## src/rtl/types.sv

```systemverilog
// Shared type package.
//   u32_t    : 32-bit machine word used for addresses and instruction words.
//   IA_RESET : default instruction address fetched first after reset.
package types;

    typedef logic [31:0] u32_t;

    localparam u32_t IA_RESET = 32'h0000_0000;

endpackage

```

## src/rtl/if_fetch_buffer.sv

```systemverilog
// Ring buffer between instruction memory and the IF/ID boundary.
// A slot is allocated (tagged with its ia+4) when a fetch is accepted, filled
// when the matching response returns, and freed when ID dequeues it.
// Ports:
//   clk, rst_n        : clock, asynchronous active-low reset
//   alloc             : fetch accepted; claim slot at alloc_ptr
//   alloc_ia_plus_4   : ia+4 of the accepted fetch
//   fill, fill_ir     : response for the oldest unfilled slot
//   deq               : ID consumes the head slot
//   flush             : redirect; empty the ring and rebase pointers on head
//   head_valid        : head slot is filled
//   head_ir           : head instruction, 0 when not valid
//   head_ia_plus_4    : head ia+4, 0 when not valid
//   filled_cnt        : number of filled slots
module if_fetch_buffer
    import types::*;
#(
    parameter  int unsigned DEPTH = 2,
    localparam int unsigned PW    = $clog2(DEPTH),
    localparam int unsigned CW    = $clog2(DEPTH + 1)
) (
    input  logic          clk,
    input  logic          rst_n,
    input  logic          alloc,
    input  u32_t          alloc_ia_plus_4,
    input  logic          fill,
    input  u32_t          fill_ir,
    input  logic          deq,
    input  logic          flush,
    output logic          head_valid,
    output u32_t          head_ir,
    output u32_t          head_ia_plus_4,
    output logic [CW-1:0] filled_cnt
);

    u32_t             ir_q     [DEPTH];
    u32_t             ir_d     [DEPTH];
    u32_t             iap4_q   [DEPTH];
    u32_t             iap4_d   [DEPTH];
    logic [DEPTH-1:0] filled_q, filled_d;
    logic [PW-1:0]    alloc_ptr_q, alloc_ptr_d;
    logic [PW-1:0]    fill_ptr_q, fill_ptr_d;
    logic [PW-1:0]    head_ptr_q, head_ptr_d;

    // Pointers wrap naturally because DEPTH is a power of two.
    always_comb begin
        ir_d        = ir_q;
        iap4_d      = iap4_q;
        filled_d    = filled_q;
        alloc_ptr_d = alloc_ptr_q;
        fill_ptr_d  = fill_ptr_q;
        head_ptr_d  = head_ptr_q;
        if (flush) begin
            filled_d    = '0;
            alloc_ptr_d = head_ptr_q;
            fill_ptr_d  = head_ptr_q;
        end else begin
            if (deq) begin
                filled_d[head_ptr_q] = 1'b0;
                head_ptr_d           = head_ptr_q + PW'(1);
            end
            // With a full ring, alloc may target the slot being dequeued;
            // both paths clear filled, so the order here is harmless.
            if (alloc) begin
                iap4_d[alloc_ptr_q]   = alloc_ia_plus_4;
                filled_d[alloc_ptr_q] = 1'b0;
                alloc_ptr_d           = alloc_ptr_q + PW'(1);
            end
            if (fill) begin
                ir_d[fill_ptr_q]     = fill_ir;
                filled_d[fill_ptr_q] = 1'b1;
                fill_ptr_d           = fill_ptr_q + PW'(1);
            end
        end
    end

    always_ff @(posedge clk or negedge rst_n) begin
        if (!rst_n) begin
            for (int i = 0; i < int'(DEPTH); i++) begin
                ir_q[i]   <= '0;
                iap4_q[i] <= '0;
            end
            filled_q    <= '0;
            alloc_ptr_q <= '0;
            fill_ptr_q  <= '0;
            head_ptr_q  <= '0;
        end else begin
            ir_q        <= ir_d;
            iap4_q      <= iap4_d;
            filled_q    <= filled_d;
            alloc_ptr_q <= alloc_ptr_d;
            fill_ptr_q  <= fill_ptr_d;
            head_ptr_q  <= head_ptr_d;
        end
    end

    always_comb begin
        filled_cnt = '0;
        for (int i = 0; i < int'(DEPTH); i++) begin
            filled_cnt = filled_cnt + CW'(filled_q[i]);
        end
    end

    assign head_valid     = filled_q[head_ptr_q];
    assign head_ir        = head_valid ? ir_q[head_ptr_q]   : '0;
    assign head_ia_plus_4 = head_valid ? iap4_q[head_ptr_q] : '0;

endmodule

```

## src/rtl/if_stage.sv

```systemverilog
// Instruction fetch stage. Issues word fetches, buffers returned instructions
// and presents them in order to the decode stage. Branch redirects flush the
// buffer; responses to fetches still in flight at a redirect are dropped.
// Ports:
//   clk, rst_n   : clock, asynchronous active-low reset
//   imem_req     : fetch request valid (independent of imem_ready)
//   imem_addr    : word-aligned fetch address, held until accepted
//   imem_ready   : memory accepts the request this cycle
//   imem_rvalid  : in-order response valid
//   imem_rdata   : instruction word
//   redirect     : EX branch taken; flush and refetch from redirect_ia
//   redirect_ia  : new fetch address, bits [1:0] ignored
//   stall        : ID holds the head instruction
//   ir           : head instruction (0 when not valid)
//   ia_plus_4    : head instruction address + 4 (0 when not valid)
//   valid        : head instruction present
module if_stage
    import types::*;
#(
    parameter u32_t        RESET_IA = IA_RESET,
    parameter int unsigned DEPTH    = 2
) (
    input  logic clk,
    input  logic rst_n,
    output logic imem_req,
    output u32_t imem_addr,
    input  logic imem_ready,
    input  logic imem_rvalid,
    input  u32_t imem_rdata,
    input  logic redirect,
    input  u32_t redirect_ia,
    input  logic stall,
    output u32_t ir,
    output u32_t ia_plus_4,
    output logic valid
);

    localparam int unsigned   CW      = $clog2(DEPTH + 1);
    localparam logic [CW-1:0] DEPTH_C = CW'(DEPTH);

    u32_t          ia_q, ia_d;
    logic [CW-1:0] alloc_cnt_q, alloc_cnt_d;
    logic [CW-1:0] discard_cnt_q, discard_cnt_d;
    logic [CW-1:0] filled_cnt;
    logic [CW-1:0] live_cnt;
    logic [CW-1:0] in_flight;
    logic          deq;
    logic          accept;
    logic          drop;
    logic          fill;
    u32_t          redirect_ia_w;
    u32_t          ia_next;

    assign redirect_ia_w = redirect_ia & 32'hFFFF_FFFC;
    assign ia_next       = ia_q + 32'd4;

    assign deq      = valid && !stall && !redirect;
    assign live_cnt = alloc_cnt_q - discard_cnt_q;

    // A dequeue this cycle frees a slot, so a full ring may still issue.
    // Gated by rst_n so the request drops as soon as reset asserts.
    assign imem_req  = rst_n && !redirect
                     && ((live_cnt < DEPTH_C) || deq)
                     && ((alloc_cnt_q < DEPTH_C) || deq);
    assign imem_addr = ia_q;
    assign accept    = imem_req && imem_ready;

    assign drop = imem_rvalid && !redirect && (discard_cnt_q != '0);
    assign fill = imem_rvalid && !redirect && (discard_cnt_q == '0);

    // alloc_cnt counts discard credits too, so this includes stale fetches.
    assign in_flight = alloc_cnt_q - filled_cnt;

    always_comb begin
        ia_d          = ia_q;
        alloc_cnt_d   = alloc_cnt_q;
        discard_cnt_d = discard_cnt_q;
        if (redirect) begin
            ia_d = redirect_ia_w;
            // Any response arriving during the redirect is lost with the flush.
            if (imem_rvalid && (in_flight != '0)) begin
                discard_cnt_d = in_flight - CW'(1);
            end else begin
                discard_cnt_d = in_flight;
            end
            // Outstanding stale responses keep their credit until they return.
            alloc_cnt_d = discard_cnt_d;
        end else begin
            if (accept) begin
                ia_d = ia_next;
            end
            if (drop) begin
                discard_cnt_d = discard_cnt_q - CW'(1);
            end
            alloc_cnt_d = alloc_cnt_q + CW'(accept) - CW'(deq) - CW'(drop);
        end
    end

    always_ff @(posedge clk or negedge rst_n) begin
        if (!rst_n) begin
            ia_q          <= RESET_IA;
            alloc_cnt_q   <= '0;
            discard_cnt_q <= '0;
        end else begin
            ia_q          <= ia_d;
            alloc_cnt_q   <= alloc_cnt_d;
            discard_cnt_q <= discard_cnt_d;
        end
    end

    if_fetch_buffer #(
        .DEPTH (DEPTH)
    ) u_buf (
        .clk             (clk),
        .rst_n           (rst_n),
        .alloc           (accept),
        .alloc_ia_plus_4 (ia_next),
        .fill            (fill),
        .fill_ir         (imem_rdata),
        .deq             (deq),
        .flush           (redirect),
        .head_valid      (valid),
        .head_ir         (ir),
        .head_ia_plus_4  (ia_plus_4),
        .filled_cnt      (filled_cnt)
    );

endmodule

```

## config.mk

```make
export PLATFORM = sky130hd
export DESIGN_NAME = if_stage
export DESIGN_NICKNAME = d
export VERILOG_FILES = /design/src/rtl/types.sv /design/src/rtl/if_fetch_buffer.sv /design/src/rtl/if_stage.sv
export SDC_FILE = /design/constraint.sdc
export NUM_CORES = 1
export LEC_CHECK = 0
export ABC_CLOCK_PERIOD_IN_PS = 3200
export CORE_ASPECT_RATIO = 1.1
export CORE_MARGIN = 4
export CORE_UTILIZATION = 45
export CTS_CLUSTER_DIAMETER = 100
export DETAILED_ROUTE_END_ITERATION = 12
export PLACE_DENSITY_LB_ADDON = 0.08
export SLEW_MARGIN = 40
export SYNTH_ARGS = -nofsm -noshare
export SYNTH_HDL_FRONTEND = slang
export SYNTH_SLANG_ARGS = --single-unit
```

## constraint.sdc

```tcl
create_clock -name clk -period 3.2 [get_ports clk]
set_input_delay 0.64 -clock clk [delete_from_list [all_inputs] [get_ports clk]]
set_output_delay 0.64 -clock clk [all_outputs]
set_load 0.02 [all_outputs]
```

After elaboration in Yosys (flattened, before gate mapping) --
Index checks and enable logic that the tools add are counted.
Word-level totals: logic and storage cells 111, output and inout port bits 98, input bits 70, register bits 169
Cells by class: reduce and logical (&&, ||, !) cells 28, mux-type cells 38, bitwise gates (word level) 9, add/subtract/negate cells 12, order comparisons 13
Operators with widths (count):
- 32-bit two-way mux | 12
- 64-bit bitwise mux | 2
- 32-bit demux with 1-bit select | 2
- 32-bit by 3-bit adder with 32-bit output (second input constant) | 1
- 2-bit two-way mux | 10
- 1-bit logical AND | 15
- 2-bit nonzero test | 5
- 1-bit two-way mux | 9
- 2-bit greater-or-equal comparator (second input constant) | 3
- 1-bit by 2-bit less-than comparator with 1-bit output (second input constant) | 3
- 1-bit inverter with 2-bit output | 3
- 2-bit AND reduction | 3
- 2-bit bitwise AND | 2
- 2-bit by 1-bit less-than comparator with 1-bit output (second input constant) | 2
- 2-bit less-than comparator (second input constant) | 2
- 2-bit inverter | 2
- 2-bit by 1-bit subtractor with 2-bit output | 2
- 2-bit by 1-bit subtractor with 2-bit output (second input constant) | 2
- 2-bit subtractor | 2
- 1-bit adder (second input constant) | 3
- 1-bit demux with 1-bit select | 3
- 1-bit greater-or-equal comparator (second input constant) | 3
- 1-bit by 1-bit adder with 2-bit output | 1
- 2-bit by 1-bit adder with 2-bit output | 1
- 5 further kinds | 7

Logic depth before layout (Yosys ltp) --
depth after elaboration 14, gate-level depth with buffers 11, gate-level depth less buffers 11

Cells and area by module --
A second synthesis with hierarchy kept.
Second synthesis, totals: cells, all modules 757, area, all modules 8670.8 um^2
By module, submodules not included:
- if_fetch_buffer | times used 1, area an instance 6050.8 um^2, seq. area each 3328.2 um^2, cells an instance 438
- if_stage | times used 1, area an instance 2620.0 um^2, seq. area each 850.8 um^2, cells an instance 319

Least setup slack after synthesis --
Ideal clock, no wire load.
kind reg-to-reg, start point register u_buf.head_ptr_q, end point register alloc_cnt_q[0], stages on the path, launching flop included 11, data required time 3.075 ns, arrival 2.424 ns, path slack 0.651 ns, setup time 0.125 ns, path buffers 2, clock period less this slack 2.549 ns, cells stage by stage dfrtp_1 > buf_2 > mux2i_4 > inv_1 > a221oi_2 > buf_2 > nor2_1 > nand2_1 > inv_1 > ha_1 > mux2_2
On the way: word-level cells in the longest chain between the ends 12, elaborated cells on any way between the ends 13, those cells by class 3 x add/sub; 3 x mux; 7 x reduce/logical
RTL lines:
- start: declaration | line if_fetch_buffer.sv:43 | logic [PW-1:0] head_ptr_q, head_ptr_d;
- start signal: assignment | line if_fetch_buffer.sv:93 | head_ptr_q <= head_ptr_d;
- 1-bit two-way mux (not written as such) (*) (2 in a row) | line if_fetch_buffer.sv:104 | assign head_valid = filled_q[head_ptr_q];
- net valid | line if_stage.sv:35 | output logic valid
- 1-bit logical AND (*) (2 in a row) | line if_stage.sv:57 | assign deq = valid && !stall && !redirect;
- 1-bit logical OR | line if_stage.sv:63 | && ((live_cnt < DEPTH_C) || deq)
- 1-bit logical AND | line if_stage.sv:63
- 1-bit logical AND | line if_stage.sv:64 | && ((alloc_cnt_q < DEPTH_C) || deq);
- 1-bit logical AND | line if_stage.sv:66 | assign accept = imem_req && imem_ready;
- 2-bit by 1-bit adder with 2-bit output | line if_stage.sv:95 | alloc_cnt_d = alloc_cnt_q + CW'(accept) - CW'(deq) - CW'(drop);
- 2-bit by 1-bit subtractor with 2-bit output (*) (2 in a row) | line if_stage.sv:95
- 2-bit two-way mux (*) | line if_stage.sv:78 | if (redirect) begin
- net alloc_cnt_d[0] | line if_stage.sv:42 | logic [CW-1:0] alloc_cnt_q, alloc_cnt_d;
- end signal: assignment | line if_stage.sv:106 | alloc_cnt_q <= alloc_cnt_d;
- end: declaration | line if_stage.sv:42
Mark *: on every way through the listed nets, which the timed path passes. The rest lies on a longest branch. The select of a mux whose other input is x is not followed. A chain may end at the register's enable or synchronous reset.

Worst setup path after layout --
start point register alloc_cnt_q[1], end point output port imem_req
On the way: word-level cells in the longest chain between the ends 5, elaborated cells on any way between the ends 7, those cells by class 1 x add/sub; 2 x order compare; 4 x reduce/logical
RTL lines:
- 2-bit subtractor | line if_stage.sv:58 | assign live_cnt = alloc_cnt_q - discard_cnt_q;
- 2-bit less-than comparator | line if_stage.sv:63
- 1-bit logical OR | line if_stage.sv:63
- 1-bit logical AND | line if_stage.sv:63
- 1-bit logical AND (*) | line if_stage.sv:64
- end: declaration | line if_stage.sv:25 | output logic imem_req,
Every way passes the cells marked *; elsewhere a longest branch is shown, timed or not.

==> results.md <==
* Antenna violations before repair at 0
* Post-synth ARST share at 100.0%
* Yosys top cell by area: dfrtp_1
* Rows at 51
* GRT Total Usage at 21.70%
* Vias in the first global route at 6,734
* Final period util at 97.62%
* Maxcap violations at 0
* DRT iter0 DRCs at 323
* CP arrival at 2480 ps
* Layout Utilization at 60.32%
* Via count at 6,532
* Power Density at 816.9 nW/um^2
* Die ar. at 20,670 um^2
* Global-route wire length before repair at 34,860 um
* Synthesis-to-layout area growth at 30.41%
* Sw Share at 35.23%
* Logic pwr share at 37.0%
* Yosys cell types at 53
* Die height at 150.4 um
* Clk pin slew, worst setup/hold paths at 70 ps
* Top Layer Used: met4
* # DRC at 0
* CTS root buf: clkbuf_16
* RSZ-0062 raised after global routing: false
* Share of layout cells above drive strength 1 at 13.60%
* Core Region at 17,930 um^2
* Final Max Slew Viols at 0
* CTS Sinks at 163
* Final clock skew at 7.766 ps
* Syn Inst Count at 813
* Vias/cell at 5.439
* TritonRoute pass-1 iters at 4
* # nets final at 1,028
* Max Clk Rate at 0.3201 GHz
* Met1 Wirelength at 8825 um
* Post-synth top area share at 49.18%
* Antenna Nets Post-Route at 0
* Setup ws final at 76.05 ps
* Post-CTS Resized at 0
* Critical Path Sink Type: output port
* Net Switching at 3.113 mW
* CTS Buf Count at 17
* # hold bufs at CTS at 0
* HP Class: input pin to asynchronous set/reset pin
* Met2 wire len at 11,450 um
* GR Overflow Total at 0
* Period minus WS final at 3124 ps
* CP bufs+invs at 1
* Delay-heaviest family, CP: simple AND/OR/NAND/NOR gates
* CP max stage delay at 710 ps
* Finished Cell Area at 10,820 um^2
* Power, Total at 8.836 mW
* Worst EP required at 2560 ps
* Setup TNS at 0 ps
* Clock Latency Late Sink at 430 ps
* Post-CTS Setup Repair Bufs at 0
* Crit Path Max Fanout at 6
* Lkg Pwr at 4.425 nW
* Slew HR at 64.53%
* Pre-CTS WS at 202.3 ps
* Maximum number of pins on one net before global-route repair at 164
* Crit-path slowest cell: clkdlybuf4s50_1
* Routed length per instance at 18.29 um
* Syn Area/Cell at 10.20 um^2
* IO Count at 168
* Final wirelength at 21,960 um
* Outcome: finished clean
* Top_reg_cell synth: dfrtp_1
* Met3 WL at 1245 um
* VDD IR max at 0.4676 mV
* Most frequent cells in the layout: 162 x dfrtp_1, 159 x clkdlybuf4s50_1, 107 x nor2_1, 71 x nand2_1, 67 x mux2_2
* H-tree levels at 4
* Sequential area share after synthesis at 49.18%
* Starting density of the core at 46.26%
* Area contributors post-synth: dfrtp_1 49%, mux2_2 9.1%, mux2i_1 7.7%, nor2_1 4.8%, xnor2_1 4.5%
* Worst slew pin tran at 528.0 ps
* Max Root-Sink Buffers at 2
* #FFs+latches synth at 163
* Area after DPL at 10,150 um^2
* # setup viols final at 0
* Worst-path cell chain: nor4bb_1 > a221oi_2 > nor3b_1 > clkdlybuf4s50_1
* Setup crit start kind: register
* P_int at 5.723 mW
* Ys Warns at 0
* Most common cell after layout, fill and taps aside: dfrtp_1
* Synth Cell Area at 8294 um^2
* PortBufs at 161
* Die W at 137.4 um
* WS Path Type: register to output port
* Hold Vio Cnt, Final at 0
* Clk network pwr share at 23.9%
* CTS tree: built
* HPWL after DPL at 15,100 um
* ANT cells at 0
* EDFF count, synth at 0
* Sequential Power Share at 39.1%
* Gpl congestion at 0.9243
metal layers:
metal	vias to the layer above	track usage [%]
li1	3065	-
met1	3229	26.07
met2	206	38.13
met3	32	5.114
met4	0	7.136
met5	-	0
cell type report:
cell class                      count  area, um^2
Clock buffer                       17       425.4
Fill cell                        1511        7114
Sequential cell                   163        4083
Tap cell                          238       297.8
Multi-Input combinational cell    569        3906
Clock inverter                     15       187.7
Timing Repair Buffer              178        1838
Inverter                           21       78.83
power groups by stage:
| stage | logic [mW] | registers, mW | clock network (mW) |
|---|---|---|---|
| floorplan | 2.29 | 3.35 | 0 |
| finish | 3.27 | 3.45 | 2.11 |
| detailed placement | 3.28 | 3.48 | 0 |
| global route | 3.60 | 3.56 | 2.24 |
| CTS | 3.30 | 3.45 | 2.15 |
| global placement | 3.18 | 3.41 | 0 |
flip-flops by register name, summed over array words and instances (netlist names):
register           cells
imem_addr             30
discard_cnt_q          2
u_buf.alloc_ptr_q      1
u_buf.filled_q         2
u_buf.head_ptr_q       1
alloc_cnt_q            2
u_buf.iap4_q          60
u_buf.fill_ptr_q       1
u_buf.ir_q            64
final timing paths:
path	from	endpoint	slack, ps	cells past startpoint
max	alloc_cnt_q[1]	imem_req	80	4
min	rst_n	imem_addr[27]	110	2
max reg2reg	imem_addr[3]	u_buf.iap4_q[60]	560	6
min reg2reg	u_buf.iap4_q[46]	u_buf.iap4_q[46]	480	2
max in group asynchronous	rst_n	u_buf.ir_q[32]	2150	4
min in group clk	u_buf.iap4_q[46]	u_buf.iap4_q[46]	480	2
stage by stage:
stage               cells  hold WS, ps
floorplan             816        344.4
global placement     1167        462.7
detailed placement   1167        469.1
CTS                  1199        462.3
global route         1201        97.79
finish               1201        112.4
cells by family (layout without fill, tap and decap cells):
family | after synthesis | in the layout | share of synthesized area, %
AND/OR/NAND/NOR | 268 | 268 | 15.34
flip-flops | 163 | 163 | 49.18
multiplexers | 132 | 132 | 17.09
AO/OA/AOI/OAI | 105 | 105 | 7.316
buffers and inverters | 84 | 231 | 4.148
XOR/XNOR | 52 | 52 | 5.491
adder cells (fa/ha/maj) | 8 | 8 | 1.388
other | 1 | 4 | 0.04521
Yosys cell counts, types with 10 or more instances:
cell type / number
a21oi_1: 29
buf_2: 10
clkbuf_1: 43
dfrtp_1: 163
inv_1: 21
mux2_2: 67
mux2i_1: 64
nand2_1: 71
nand3_1: 16
nand4_1: 11
nor2_1: 107
nor3_1: 10
nor4_1: 14
o21ai_0: 51
xnor2_1: 43
Note: power is estimated with default switching activity, not from simulation.
